**config.mk**
```make
export PLATFORM = sky130hd
export DESIGN_NAME = dpe_route_lookup_arb
export DESIGN_NICKNAME = d
export VERILOG_FILES = /design/src/rtl/dpe_route_lookup_arb.sv
export SDC_FILE = /design/constraint.sdc
export NUM_CORES = 1
export LEC_CHECK = 0
export CORE_ASPECT_RATIO = 0.9
export CORE_UTILIZATION = 35
export CTS_BUF_LIST = sky130_fd_sc_hd__clkbuf_16
export DETAILED_ROUTE_END_ITERATION = 8
export GPL_ROUTABILITY_DRIVEN = 0
export PLACE_DENSITY_LB_ADDON = 0.1
export RECOVER_POWER = 100
export SYNTH_ARGS = -nofsm -noshare
export SYNTH_HDL_FRONTEND = slang
export SYNTH_SLANG_ARGS = --single-unit
```
**constraint.sdc**
```tcl
create_clock -name clk -period 2.4 [get_ports clk]
set_input_delay 0.36 -clock clk [delete_from_list [all_inputs] [get_ports clk]]
set_output_delay 0.36 -clock clk [all_outputs]
set_load 0.02 [all_outputs]
```
**src/rtl/dpe_route_lookup_arb.sv**
```systemverilog
// Round-robin lookup arbiter and config-freeze sequencer for dpe_route_mem.
// Optional counters: define DPE_ROUTE_ARB_STATS_EN.
module dpe_route_lookup_arb #(
  parameter int NUM_REQ    = 4,
  parameter int LOOKUP_LAT = 1
) (
  input  logic                 clk,
  input  logic                 rst,
  input  logic [NUM_REQ-1:0]   req_valid,
  input  logic [NUM_REQ*32-1:0] req_ip,
  output logic [NUM_REQ-1:0]   req_ready,
  output logic [NUM_REQ-1:0]   resp_valid,
  output logic                 resp_hit,
  output logic [2:0]           resp_dst,
  output logic [7:0]           resp_peer,
  output logic                 resp_bypass,
  output logic                 mem_req_valid,
  output logic [31:0]          mem_req_ip,
  input  logic                 mem_resp_hit,
  input  logic [2:0]           mem_resp_dst,
  input  logic [7:0]           mem_resp_peer,
  input  logic                 mem_resp_bypass,
  input  logic                 cfg_wr_req,
  output logic                 cfg_wr_gnt,
  output logic                 busy,
  output logic [31:0]          stat_lookups,
  output logic [31:0]          stat_freeze_stall
);

  localparam int PW = $clog2(NUM_REQ);
  localparam int CW = $clog2(LOOKUP_LAT + 3);

  localparam logic [1:0] IDLE  = 2'd0;
  localparam logic [1:0] DRAIN = 2'd1;
  localparam logic [1:0] GRANT = 2'd2;

  logic [1:0]    state, state_nxt;
  logic [PW-1:0] rr_ptr, gnt_id, idx;
  logic [PW:0]   sum;
  logic          found, arb_en, hs, resp_dec;
  logic [CW-1:0] count, count_nxt;

  logic [LOOKUP_LAT:0] tag_v;
  logic [PW-1:0]       tag_id [LOOKUP_LAT+1];

  // reset gates arbitration so no handshake is seen while rst is low
  assign arb_en = rst && (state == IDLE) && !cfg_wr_req;

  always_comb begin
    found  = 1'b0;
    gnt_id = rr_ptr;
    sum    = '0;
    idx    = '0;
    for (int i = 0; i < NUM_REQ; i++) begin
      sum = {1'b0, rr_ptr} + (PW+1)'(i);
      if (sum >= (PW+1)'(NUM_REQ))
        sum = sum - (PW+1)'(NUM_REQ);
      idx = sum[PW-1:0];
      if (!found && req_valid[idx]) begin
        found  = 1'b1;
        gnt_id = idx;
      end
    end
  end

  assign hs = arb_en && found;

  always_comb begin
    req_ready = '0;
    if (hs)
      req_ready[gnt_id] = 1'b1;
  end

  assign resp_dec = |resp_valid;

  always_comb begin
    count_nxt = count;
    unique case ({hs, resp_dec})
      2'b10:   count_nxt = count + 1'b1;
      2'b01:   count_nxt = count - 1'b1;
      default: ;
    endcase
  end

  // drain completes when the last response pulses, not one cycle later
  always_comb begin
    state_nxt = state;
    unique case (state)
      IDLE:
        if (cfg_wr_req) state_nxt = DRAIN;
      DRAIN:
        if (!cfg_wr_req)          state_nxt = IDLE;
        else if (count_nxt == '0) state_nxt = GRANT;
      GRANT:
        if (!cfg_wr_req) state_nxt = IDLE;
      default:
        state_nxt = IDLE;
    endcase
  end

  assign cfg_wr_gnt = (state == GRANT);
  assign busy       = (count != '0);

  always_ff @(posedge clk) begin
    if (!rst) begin
      state         <= IDLE;
      rr_ptr        <= '0;
      count         <= '0;
      tag_v         <= '0;
      for (int k = 0; k <= LOOKUP_LAT; k++)
        tag_id[k] <= '0;
      mem_req_valid <= 1'b0;
      mem_req_ip    <= '0;
      resp_valid    <= '0;
      resp_hit      <= 1'b0;
      resp_dst      <= '0;
      resp_peer     <= '0;
      resp_bypass   <= 1'b0;
    end else begin
      state         <= state_nxt;
      count         <= count_nxt;
      mem_req_valid <= hs;
      if (hs) begin
        mem_req_ip <= req_ip[{gnt_id, 5'b0} +: 32];
        rr_ptr     <= (gnt_id == PW'(NUM_REQ-1)) ?
                      '0 : gnt_id + 1'b1;
      end
      tag_v[0]  <= hs;
      tag_id[0] <= gnt_id;
      for (int k = 1; k <= LOOKUP_LAT; k++) begin
        tag_v[k]  <= tag_v[k-1];
        tag_id[k] <= tag_id[k-1];
      end
      resp_valid <= '0;
      if (tag_v[LOOKUP_LAT]) begin
        resp_valid[tag_id[LOOKUP_LAT]] <= 1'b1;
        resp_hit    <= mem_resp_hit;
        resp_dst    <= mem_resp_dst;
        resp_peer   <= mem_resp_peer;
        resp_bypass <= mem_resp_bypass;
      end
    end
  end

`ifdef DPE_ROUTE_ARB_STATS_EN
  logic stall;
  assign stall = (|req_valid) &&
                 ((state != IDLE) || cfg_wr_req);

  always_ff @(posedge clk) begin
    if (!rst) begin
      stat_lookups      <= '0;
      stat_freeze_stall <= '0;
    end else begin
      if (hs && stat_lookups != '1)
        stat_lookups <= stat_lookups + 32'd1;
      if (stall && stat_freeze_stall != '1)
        stat_freeze_stall <= stat_freeze_stall + 32'd1;
    end
  end
`else
  assign stat_lookups      = '0;
  assign stat_freeze_stall = '0;
`endif

endmodule

```
==> results.md <==
- Pwr/cell area: 563 nW/µm²
- PortBufs: 203
- Height of the die: 98.3 µm
- Clock sinks: 61
- Row count: 34
- Fmax: 438 MHz
- Most frequent cells in the layout: 143 x clkdlybuf4s50_1, 77 x mux2i_1, 64 x conb_1, 61 x dfxtp_1, 52 x dlygate4sd3_1
- Worst clock skew: 7.38 ps
- CP Max Fanout: 5
- Storage element area: 1220 µm²
- Die area: 10700 µm²
- Clk root buf: clkbuf_16
- Max stage delay on crit path: 380 ps
- Leak pwr: 2.50 nW
- DIE WIDTH: 109 µm
- Setup TNS: 0 ps
- Overall Global Routing Usage: 19.4%
- Cell variety after synth: 44
- Worst IR Drop VDD: 415 µV
- Status: finished, final reports clean
- Max Cap Viol: 0
- HPWL after DPL: 8.16 mm
- Final hold slack: 436 ps
- Worst path bufs/invs: 3
- Required time of the worst setup path: 2610 ps
- RSZ-0062 raised after global routing: no
- Initial antenna violation count: 0
- Clock-pin slew on the worst setup and hold paths: 50 ps
- FFs w/ async S/R, synth: 0%
- Relative max-transition margin: 30.2%
- 1st-iter DRT viols: 101
- H-tree depth: 3
- Pin count of the biggest net entering global routing: 40
- Global-route wire length before repair: 16.1 mm
- Hold Path Stages: 1
- Slowest-stage cell, CP: nor4_2
- GR Overflow Total: 0
- Met2 wire length: 5.68 mm
- Critical path endpoint category: flip-flop
- Register area share after synthesis: 33.9%
- Final Cycle Share: 95.1%
- Uppermost layer routed: met4
- Worst Setup Start Kind: primary input
- Diodes inserted: 0
- WHS Endpoint: tag_id[0][2]
- DRC Markers: 0
- Delay-heaviest family, CP: simple AND/OR/NAND/NOR gates
- Share of layout cells above drive strength 1: 8.84%
- Number of global-route vias before repair: 3282
- CTS tree: built
- Max Slew Vio Count: 0
- Worst path cell trace: dlygate4sd2_1 > clkbuf_4 > nor4_2 > nor4_4 > and2_1 > inv_2 > ha_1 > nand2b_1 > nor3b_1 > o21a_1 > nor2_1 > and3_1
- Hold Path Class: reg -> reg
- CTS hold repair buffers: 0
- Fin nets: 736
- DR pass1 iterations: 4
- Initial core utilization: 36.7%
- Wl on met1: 3.88 mm
- R2r setup slk: 270 ps
- Core area: 9830 µm²
- Worst-Margin Slew: 1050 ps
- Most used DFF post-synth: dfxtp_1
- HP Start: tag_id[0][0]
- Final Hold Vio Count: 0
- Final period demand of the worst path: 2280 ps
- Clk Latency, worst-skew pair: 320 ps
- DR vias/cell: 4.66
- Detail Route met3 WL: 756 µm
- WL/cell: 14.7 µm
- Post-synth EDFFs: 0
- Final Setup Violations: 0
- Syn Inst Count: 369
- CP Class: in -> reg
- Number of clock buffers inserted by TritonCTS: 9
- Most common cell after layout, fill and taps aside: clkdlybuf4s50_1
- Max clock buf depth: 2
- Multi-input gate area: 1960 µm²
- Avg Cell Area, Syn: 9.77 µm²
- Synthesized area: 3600 µm²
- Data arrival time of the critical path: 2490 ps
- # IOs: 268
- WL final: 10.5 mm
- ANT nets after route: 0
- FF-to-FF End: mem_req_ip[6]
- Layout area overhead: 62.2%
- R2r worst-path depth: 7
- Worst r2r src: rr_ptr[0]
- DR vias: 3327
- Setup crit start: req_valid[0]
- Fillers: 859
- Flop and latch count out of synthesis: 61
- Number of synthesis warnings: 0
## state kept, by name, summed over array words and instances (netlist names)
register / flops
resp_dst: 3
tag_id: 4
resp_bypass: 1
resp_peer: 8
mem_req_ip: 32
state: 2
rr_ptr: 2
tag_v: 2
count: 2
resp_valid: 4
resp_hit: 1
## layout make-up
class,count,share of cell area [%]
Clock buffer,9,3.85
Inverter,3,0.193
Multi-Input combinational cell,280,33.4
Sequential cell,61,20.9
Clock inverter,7,0.877
Tap cell,126,2.70
Timing Repair Buffer,228,38.1
## layer usage
layer | track usage (%) | vias to the layer above
li1 | - | 1614
met1 | 20.1 | 1548
met2 | 37.1 | 155
met3 | 5.94 | 10
met4 | 4.99 | 0
met5 | 0 | -
## per-stage QoR
| stage | cells | worst slack [ps] | power, mW | area (µm²) | util, % |
|---|---|---|---|---|---|
| 2_1_floorplan | 432 | 246 | 1.77 | 3840 | - |
| 3_3_place_gp | 696 | -366 | 2.15 | 5600 | 57.0 |
| 3_5_place_dp | 696 | -417 | 2.16 | 5600 | 57.0 |
| 4_1_cts | 714 | 133 | 3.37 | 5880 | 59.9 |
| 5_1_grt | 714 | 23.9 | 3.46 | 5850 | 59.5 |
| 6_report | 714 | 117 | 3.29 | 5850 | 59.5 |
## synthesized netlist by cell type (4+ instances only)
library cell / instances / area [µm²]
buf_2: 8 / 40.0
dfxtp_1: 61 / 1220
and3_1: 6 / 37.5
mux2i_1: 77 / 771
buf_4: 67 / 503
clkbuf_1: 7 / 26.3
nor2b_1: 18 / 113
nand2_1: 37 / 139
o221ai_1: 32 / 280
and2_1: 7 / 43.8
ha_1: 5 / 62.6
nor3b_1: 4 / 30.0
## repair_timing
action                     CTS  global route
gates resized for setup     22             0
setup buffers                2             0
setup endpoints to repair    6             0
## worst register-to-register path, cell delays in order (launching register included)
cell and delay, ps:
dfxtp_1 370, nor2b_1 90, o21bai_1 160, o311a_2 240
clkbuf_4 150, buf_4 520, mux2i_1 340, o221ai_1 130
## cell families after synthesis
| kind of cell | share of synthesized area (%) |
|---|---|
| fa+ha+maj | 1.74 |
| compound gates | 10.3 |
| flops | 33.9 |
| simple gates | 13.8 |
| buf+inv | 18.5 |
| xor+xnor | 0.243 |
| other cells | 0.104 |
| mux | 21.4 |
## power breakdown
group | internal [mW] | switching [mW] | total [mW]
registers | 1.09 | 0.0418 | 1.13
clock network | 0.699 | 0.486 | 1.18
logic | 0.505 | 0.466 | 0.972
total | 2.30 | 0.994 | 3.29
## how the worst max path moves through the flow
stage,slack [ps],end,depth (start not counted)
finish,120,state[0],12
global route,20,state[0],12
CTS,130,state[0],12
detailed placement,-420,req_ready[0],9
global placement,-370,req_ready[0],9
floorplan,250,state[0],11
(Power assumes the default switching activity.)
